===== config.mk =====
export PLATFORM = sky130hd
export DESIGN_NAME = pru1_pio_blink
export DESIGN_NICKNAME = d
export VERILOG_FILES = /design/src/rtl/pru1_pio_blink.sv
export SDC_FILE = /design/constraint.sdc
export NUM_CORES = 1
export LEC_CHECK = 0
export ABC_AREA = 1
export CAP_MARGIN = 20
export CORE_ASPECT_RATIO = 0.6
export CORE_MARGIN = 2
export CORE_UTILIZATION = 45
export DETAILED_ROUTE_END_ITERATION = 10
export GPL_ROUTABILITY_DRIVEN = 0
export GPL_TIMING_DRIVEN = 1
export HOLD_SLACK_MARGIN = 0.1
export MAX_ROUTING_LAYER = met4
export PLACE_DENSITY = 0.71
export SETUP_SLACK_MARGIN = 0.02
export SLEW_MARGIN = 20
export SYNTH_ARGS = -nofsm -noshare
export SYNTH_HDL_FRONTEND = slang
export SYNTH_SLANG_ARGS = --single-unit

===== constraint.sdc =====
create_clock -name clk -period 2.2 [get_ports clk]
set_input_delay 0.44 -clock clk [delete_from_list [all_inputs] [get_ports clk]]
set_output_delay 0.44 -clock clk [all_outputs]
set_load 0.05 [all_outputs]

===== src/rtl/pru1_pio_blink.sv =====
// Avalon-MM output PIO with atomic set/clear registers and a shared blink timer.
// Channels whose blink_en bit is set are gated by the timer phase; data_out itself is never altered.
module pru1_pio_blink #(
    parameter int               WIDTH       = 8,
    parameter logic [WIDTH-1:0] RESET_VALUE = '0,
    parameter int               PRESCALE_W  = 24
) (
    input  logic             clk,
    input  logic             reset_n,
    input  logic [2:0]       address,
    input  logic             chipselect,
    input  logic             write_n,
    input  logic [31:0]      writedata,
    output logic [31:0]      readdata,
    output logic [WIDTH-1:0] out_port
);

    localparam logic [2:0] ADDR_DATA     = 3'd0;
    localparam logic [2:0] ADDR_BLINK_EN = 3'd1;
    localparam logic [2:0] ADDR_PERIOD   = 3'd2;
    localparam logic [2:0] ADDR_STATUS   = 3'd3;
    localparam logic [2:0] ADDR_OUTSET   = 3'd4;
    localparam logic [2:0] ADDR_OUTCLEAR = 3'd5;

    localparam logic [PRESCALE_W-1:0] CNT_ONE = 1;

    logic [WIDTH-1:0]      data_q, data_d;
    logic [WIDTH-1:0]      blink_en_q, blink_en_d;
    logic [PRESCALE_W-1:0] period_q, period_d;
    logic [PRESCALE_W-1:0] counter_q, counter_d;
    logic                  phase_q, phase_d;
    logic                  wr_en;
    logic                  unused_wdata;

    assign wr_en        = chipselect & ~write_n;
    assign unused_wdata = ^writedata;

    always_comb begin
        data_d     = data_q;
        blink_en_d = blink_en_q;
        period_d   = period_q;
        if (wr_en) begin
            case (address)
                ADDR_DATA:     data_d     = writedata[WIDTH-1:0];
                ADDR_BLINK_EN: blink_en_d = writedata[WIDTH-1:0];
                ADDR_PERIOD:   period_d   = writedata[PRESCALE_W-1:0];
                ADDR_OUTSET:   data_d     = data_q | writedata[WIDTH-1:0];
                ADDR_OUTCLEAR: data_d     = data_q & ~writedata[WIDTH-1:0];
                default:       ;
            endcase
        end
    end

    // A PERIOD write restarts the timer and wins over a coincident terminal count.
    always_comb begin
        counter_d = counter_q;
        phase_d   = phase_q;
        if (wr_en && (address == ADDR_PERIOD)) begin
            counter_d = '0;
            phase_d   = 1'b1;
        end else if (period_q == '0) begin
            counter_d = '0;
            phase_d   = 1'b1;
        end else if (counter_q == period_q) begin
            counter_d = '0;
            phase_d   = ~phase_q;
        end else begin
            counter_d = counter_q + CNT_ONE;
        end
    end

    always_ff @(posedge clk or negedge reset_n) begin
        if (!reset_n) begin
            data_q     <= RESET_VALUE;
            blink_en_q <= '0;
            period_q   <= '0;
            counter_q  <= '0;
            phase_q    <= 1'b1;
        end else begin
            data_q     <= data_d;
            blink_en_q <= blink_en_d;
            period_q   <= period_d;
            counter_q  <= counter_d;
            phase_q    <= phase_d;
        end
    end

    // Decoded from address alone so the bus sees a defined value even when not selected.
    always_comb begin
        readdata = '0;
        case (address)
            ADDR_DATA:     readdata[WIDTH-1:0]      = data_q;
            ADDR_BLINK_EN: readdata[WIDTH-1:0]      = blink_en_q;
            ADDR_PERIOD:   readdata[PRESCALE_W-1:0] = period_q;
            ADDR_STATUS: begin
                readdata[PRESCALE_W-1:0] = counter_q;
                readdata[31]             = phase_q;
            end
            default:       ;
        endcase
    end

    assign out_port = data_q & ~(blink_en_q & {WIDTH{~phase_q}});

endmodule


Word-level counts from Yosys, hierarchy flattened
Index checks and enable logic that the tools add are counted.

cells by class
  add/subtract/negate cells = 1
  equality and inequality tests = 6
  muxes and demuxes = 10
  bitwise logic cells = 9
  reduce and logical (&&, ||, !) cells = 8

operators with widths
  cell                   count
  $mux 24                3
  $pmux 16 s2            1
  $pmux 8 s4             1
  $add 24x1->24 const B  1
  $and 8x8->8            3
  $eq 24x24->1           1
  $logic_not 24->1       1
  $pmux 8 s3             1
  $not 8->8              2
  $or 8x8->8             1
  $eq 3x2->1 const B     2
  $eq 3x3->1 const B     2
  $reduce_and 2->1       3
  $reduce_bool 3->1      2
  $mux 1                 4
  $eq 3x1->1 const B     1
  $logic_not 3->1        1
  $not 1->1              2
  $and 1x1->1            1
  $logic_and 1x1->1      1

storage, ports and cells
  bits in registers = 65
  input port bits = 39
  output and inout port bits = 40
  word-level logic and storage cells = 39

Logic depth before layout (Yosys ltp)
Gate-level depths: netlist (run 1).

  depth in word-level cells = 4
  mapped depth = 10
  mapped depth without buffers = 10

Worst setup path before layout (run 1)
Ideal clock, no wire load.

  kind = input to output
  start = input address[2]
  end = output readdata[17]
  arrival = 2.151 ns
  required time = 1.760 ns
  setup slack = -0.391 ns
  stages on the path = 5
  path buffers = 2
  cell sequence = buf_2 inv_1 nand3_1 buf_2 o21ai_0

on the way
  cells in the longest elaborated chain, start to end = 2
  elaborated cells between the ends (all ways) = 3
  those cells by class = eq/ne (2); mux (1)

RTL lines
  what             line  text
  start, declared  10    input logic [2:0] address,
  $eq 3x2->1       91    case (address)
  $pmux 16 s2 (*)  91
  end, declared    14    output logic [31:0] readdata,

Mark *: on every way between the ends. The rest lies on a longest branch, timed or not.

Worst setup path after layout (run 1)
  start = input address[0]
  end = output readdata[11]

Same word-level chain as after synthesis.

==> results of run 1 <==
## layout make-up
type                       count  area (um2)
multi-input combinational    385        1930
sequential                    65        1630
inverter                      81         310
timing repair buffer          79        1110
clock buffer                  14         274
tap                          112         140
fill                         712        3000
clock inverter                 2        35.0
## critical path, stage by stage
cell and delay [ns]:
clkdlybuf4s15_1 0.33, nand3_2 0.16, buf_12 0.18, buf_4 0.16, o22ai_2 0.16, buf_4 0.15, buf_12 0.12
## per-layer routing
layer	vias up	global-route usage, %
met2	157	36.9
met3	10	6.14
met5	-	-
li1	1882	-
met4	0	8.08
met1	1851	35.6
## kinds of logic (layout without fill, tap and decap cells)
family / Yosys count / after routing / share of synthesized area (%)
compound gates: 96 / 96 / 13.7
xor+xnor: 11 / 11 / 2.49
fa+ha+maj: 1 / 1 / 0.323
buf+inv: 100 / 176 / 11.1
flops: 65 / 65 / 42.0
mux: 1 / 1 / 0.291
other cells: 1 / 7 / 0.0968
simple gates: 269 / 269 / 30.0
## power by group through the flow
| stage | sequential (W) | clock, W | combinational [W] |
|---|---|---|---|
| after floorplan | 0.00157 | 0 | 0.000882 |
| final | 0.00162 | 0.00148 | 0.00143 |
| after CTS | 0.00161 | 0.00150 | 0.00142 |
| after detailed placement | 0.00163 | 0 | 0.00140 |
| after global routing | 0.00165 | 0.00154 | 0.00157 |
| after global placement | 0.00161 | 0 | 0.00137 |
## stage by stage
step	setup WS [ns]	TNS, ns	hold WS, ns
floorplan	-0.297	-3.62	0.144
global route	0.0242	0	0.152
detailed placement	-0.272	-4.41	0.486
finish	0.0559	0	0.108
CTS	-0.0145	-0.0175	0.126
global placement	-0.274	-4.47	0.481
## placed cells by master (no fill, tap or decap), types with 12 or more instances in the layout
cell type / netlist / layout
nor2_2: 14 / 16
o22ai_1: 23 / 14
nand3_1: 24 / 23
clkdlybuf4s50_1: 0 / 26
o21ai_0: 19 / 18
a21oi_1: 41 / 38
buf_4: 7 / 12
dfrtp_1: 64 / 64
nor2_1: 72 / 70
inv_1: 71 / 68
buf_12: 1 / 36
nand2_1: 136 / 135
## worst paths after layout
kind / start / to / depth (start not counted)
setup reg to reg: counter_q[9] / counter_q[21] / 9
max in group asynchronous: reset_n / phase_q / 2
hold reg to reg: blink_en_q[6] / blink_en_q[6] / 2
setup / recovery: address[0] / readdata[11] / 7
min in group clk: blink_en_q[6] / blink_en_q[6] / 2
hold / removal: reset_n / period_q[14] / 2
## registers in the layout, indices dropped and copies added, names as in the netlist
register    flops
period_q       24
data_q          8
counter_q      24
blink_en_q      8
phase_q         1
## timing repair
item,in CTS,in global routing
pin swaps,2,1
endpoints found under the setup margin,26,21
gates cloned,0,0
resized for setup,19,10
==> results by group, run 1 <==
Pwr
  • Internal: approximately 0.003 W
  • Clk pwr share: 32.7%
  • Net switching power: 0.00157 W
  • Leakage: around 2.5 nW
  • Sequential share of power: a little over a third
  • Peak supply drop: roughly 0.53 mV
  • Total power: roughly 0.0045 W
  • Switching Fraction: roughly a third
  • Pwr/cell area: 835 nW/um2
  • Part of the power in combinational logic: between 30% and 40%

Worst setup path
  • CP Launch Type: input pin
  • Crit path DAT: 1.70 ns
  • CP endpoint kind: primary output
  • Required @ worst endpoint: 1.76 ns
  • CP Max Fanout: 16
  • R2R setup slack: 0.41 ns
  • CP Class: in -> out

Synthesis
  • Mapped Area: 3870 um2
  • Avg Synthesized Cell Area: approximately 7 um2
  • Most frequent cells after synthesis: 136 x nand2_1, 72 x nor2_1, 71 x inv_1
  • Seq cells post-synth: 65
  • Mapped Cells: roughly 540
  • Top cell type's share of synthesized area: roughly 41%
  • Ys Warns: 0
  • Post-synth top flop: dfrtp_1
  • Cell taking the most area after synthesis: dfrtp_1
  • EDFF count, synth: 0
  • Sequential fraction of the synthesis area: approximately 42%
  • Top-count cell post-synth: nand2_1
  • Asr flop ratio synth: 100%
  • Main area contributors after synthesis: dfrtp_1 41%, nand2_1 13%, nor2_1 7.0%
  • Distinct cells, synth: 32

GRT
  • GRT Total Usage: between 20% and 30%
  • Initial antenna violation count: 0
  • First-pass GRT wire length: between 15000 and 20000 um
  • Vias in the first global route: 3551
  • Remaining global-route overflow: 0
  • Largest net degree at the start of global routing: 66

STA
  • Actual slew at the worst max-slew pin: 0.582 ns
  • Max Transition Viols Final: 0
  • Hold Violations, Final: 0
  • Maximum clock frequency: roughly 470 MHz
  • Tcrit/Tclk final: around 97%
  • Layout Skew: approximately 0.0057 ns
  • Final min period: 2.14 ns
  • Rel. slew slack: 61.1%
  • RSZ-0062 raised after global routing: no
  • # setup viols final: 0

Floorplan
  • Die footprint: around 9400 um2
  • Die Span Y: between 70 and 80 um
  • Initial core utilization: 46.0%
  • Core ar.: ~8400 um2
  • # rows: 26
  • Die width: approximately 120 um
  • Top Ports: between 70 and 80

Route
  • Uppermost layer routed: met4
  • Initial DRT Pass Iterations: 5
  • Final ANT Viol Nets: 0
  • Vias per inst: 5.28
  • Routed len/inst: between 10 and 15 um
  • Wl on met1: 5210 um
  • Final Routed Wirelength: about 11000 um
  • Met3 WL post-DR: slightly below 1000 um
  • Metal2 WL: about 4700 um
  • DRC violation count after routing: 0
  • Initial drt markers: between 200 and 300
  • Via count: 3900

Clock network
  • TritonCTS clock tree: done
  • Skew-Pair Late Insertion Delay: approximately 0.34 ns
  • Root buffer cell: clkbuf_16
  • Reg clk slew, reported paths: approximately 0.050 ns
  • H-tree levels: 3
  • # clock sinks: 65
  • CTS Buf Count: 9
  • CTS Hold Buffers Added: 0
  • Worst-case clock buffer depth: 2
  • Post-CTS setup buffers: 0

Final layout
  • Layout Cells excl Fill: approximately 740
  • Share of cells above drive strength 1: a little under a fifth
  • Synthesis-to-layout area growth: 40.1%
  • Post-route cell area: between 5000 and 6000 um2
  • Final nets: between 600 and 700
  • Antenna Cells: 0
  • Final Util: between 60% and 70%

Placed design
  • Input/output buffers: between 60 and 70
  • Post-DP Area: between 5000 and 6000 um2
  • DP Cell Count: between 700 and 800
  • Post-DP HPWL: between 7000 and 8000 um

Hold path
  • Worst Hold Class: in -> async

Flow run
  • Max-cap check violation count: 0

Status
  • Outcome: finished clean
Power figures use the tool's default switching activity.
==> inputs of run 2 (changes only) <==
--- a/config.mk
+++ b/config.mk
@@ -7,7 +7,7 @@
 export LEC_CHECK = 0
 export ABC_AREA = 1
 export CAP_MARGIN = 20
-export CORE_ASPECT_RATIO = 0.6
+export CORE_ASPECT_RATIO = 0.9
 export CORE_MARGIN = 2
 export CORE_UTILIZATION = 45
 export DETAILED_ROUTE_END_ITERATION = 10
==> run 2 against run 1 <==
Utilization shrank 0.083 points. Routed wire length fell by 3.0%. Sequential cell count is the same. Global-route usage down 0.13 points. Non-clock buffer count increased by 4. Critical path depth shrank 4. Register-to-register slack better by 0.07 ns. Cell area increased by 0.14%. Critical endpoint is now out_port[3]. Highest routed layer unchanged.
==> results by group, run 2 (same netlist as run 1, synthesis figures left out) <==
Status
  • Outcome: finished clean

Floorplan
  • Die footprint: around 9400 um2
  • Die Span Y: between 90 and 100 um
  • Top Ports: 79
  • Core ar.: 8450 um2
  • Initial core utilization: between 40% and 50%
  • # rows: 32
  • Die width: ~100 um

Final layout
  • Fill cell count: 719
  • Final Util: between 60% and 70%
  • Commonest non-fill, non-tap cells in the layout: 135 x nand2_1, 71 x nor2_1, 69 x inv_1
  • Most common cell after layout, fill and taps aside: nand2_1
  • Share of cells above drive strength 1: between 20% and 30%
  • Layout Cells excl Fill: between 700 and 800
  • Top Registers: counter_q (24), period_q (24)
  • Synthesis-to-layout area growth: 40.3%
  • Antenna Cells: 0
  • Final nets: approximately 670

Flow run
  • Max-cap check violation count: 0

GRT
  • Largest net degree at the start of global routing: 37
  • First-pass GRT wire length: roughly 18000 um
  • GRT Total Usage: around a quarter
  • Remaining global-route overflow: 0
  • Vias in the first global route: roughly 3700
  • Initial antenna violation count: 0

STA
  • Layout Skew: around 0.011 ns
  • Maximum clock frequency: between 400 and 500 MHz
  • Tcrit/Tclk final: approximately 98%
  • Actual slew at the worst max-slew pin: 0.497 ns
  • RSZ-0062 raised after global routing: yes
  • Final hold slack: approximately 0.48 ns
  • Hold Violations, Final: 0
  • Rel. slew slack: 66.8%
  • Max Transition Viols Final: 0
  • Sum of negative setup slack: 0 ns
  • Final min period: 2.16 ns
  • # setup viols final: 0
  • Setup slack after layout: approximately 0.038 ns

Placed design
  • Pre-CTS WS: -0.355 ns
  • Input/output buffers: between 60 and 70
  • DP Cell Count: around 730
  • Post-DP HPWL: about 8000 um

Clock network
  • H-tree levels: 3
  • Reg clk slew, reported paths: 0.07 ns
  • Root buffer cell: clkbuf_8
  • CTS Buf Count: 9
  • Worst-case clock buffer depth: 2
  • TritonCTS clock tree: done
  • Skew-Pair Late Insertion Delay: roughly 0.36 ns
  • # clock sinks: between 60 and 70

Worst setup path
  • Crit path DAT: about 1.7 ns
  • CP Class: reg -> out
  • CP Max Fanout: 10
  • Required @ worst endpoint: roughly 1.8 ns
  • CP Launch Type: register
  • CP endpoint kind: primary output

Pwr
  • Peak supply drop: ~0.58 mV
  • Pwr/cell area: approximately 800 nW/um2
  • Leakage: about 2.5 nW

Route
  • DRC violation count after routing: 0
  • Routed len/inst: ~14 um
  • Via count: 3909
  • Final Routed Wirelength: roughly 11000 um
  • Final ANT Viol Nets: 0
  • Vias per inst: approximately 5.2
  • Initial drt markers: roughly 250
  • Initial DRT Pass Iterations: 5

Hold path
  • Worst Hold Class: in -> async
==> run 2: cell types whose count changed in the layout (fill, tap and decap cells not counted), moves of 2 or more <==
cell       delta
clkbuf_1      -2
buf_12        -3
buf_4         +3
o22ai_2       +2
clkbuf_8      +9
o22ai_1       -2
clkbuf_16     -8
bufinv_16     +2
==> run 2: path summary, 6_finish.rpt <==
path	startpoint	end	slack, ns	cells past startpoint
min in group clk	phase_q	phase_q	0.50	2
min	reset_n	period_q[18]	0.48	2
min reg2reg	phase_q	phase_q	0.50	2
max in group asynchronous	reset_n	counter_q[1]	1.08	3
max reg2reg	counter_q[0]	counter_q[22]	0.48	10
max	phase_q	out_port[3]	0.04	3
==> run 2: cell type report <==
cell class / instances / area [um2] / share of cell area, %
clock inverters: 4 / 97.6 / 1.80
repair buffers: 83 / 1150 / 21.2
multi-input cells: 385 / 1940 / 35.7
flip-flops and latches: 65 / 1630 / 29.9
clock buffers: 12 / 165 / 3.04
inverters: 81 / 307 / 5.64
well taps: 119 / 149 / 2.74
==> run 2: what timing repair did <==
item / CTS / global route
endpoints found under the hold margin: 7 / 0
pin swaps: 4 / 2
setup endpoints to repair: 24 / 12
gates cloned: 0 / 0
setup buffers: 4 / 0
gates resized for setup: 29 / 7
hold buffers: 1 / 0
==> run 2: power breakdown <==
group | switching (W) | internal [W]
sequential | 0.000209 | 0.00140
clock | 0.000486 | 0.000846
combinational | 0.000831 | 0.000607
==> run 2: routing by layer <==
metal	global-route usage, %	wire length [um]
met5	-	0
met4	7.88	244
met3	5.56	621
met2	40.2	5180
met1	32.6	4660
==> run 2: metrics by stage <==
| stage | instance area [um2] | power, W |
|---|---|---|
| floorplan | 3900 | 0.00246 |
| global placement | 5000 | 0.00299 |
| detailed placement | 5000 | 0.00303 |
| CTS | 5450 | 0.00439 |
| global route | 5440 | 0.00461 |
| finish | 5440 | 0.00438 |
==> run 2: worst max-delay path, cell delays in order (launching register included) <==
cell	delay [ns]
dfstp_2	0.53
clkinv_1	0.29
a21oi_1	0.37
buf_12	0.18
==> inputs of run 3 (changes only) <==
--- a/config.mk
+++ b/config.mk
@@ -6,7 +6,7 @@
 export NUM_CORES = 1
 export LEC_CHECK = 0
 export ABC_AREA = 1
-export CAP_MARGIN = 20
+export CAP_MARGIN = 15
 export CORE_ASPECT_RATIO = 0.9
 export CORE_MARGIN = 2
 export CORE_UTILIZATION = 45
==> results of run 3 <==
The final DEF is identical to that of run 2; final timing and power are the same.
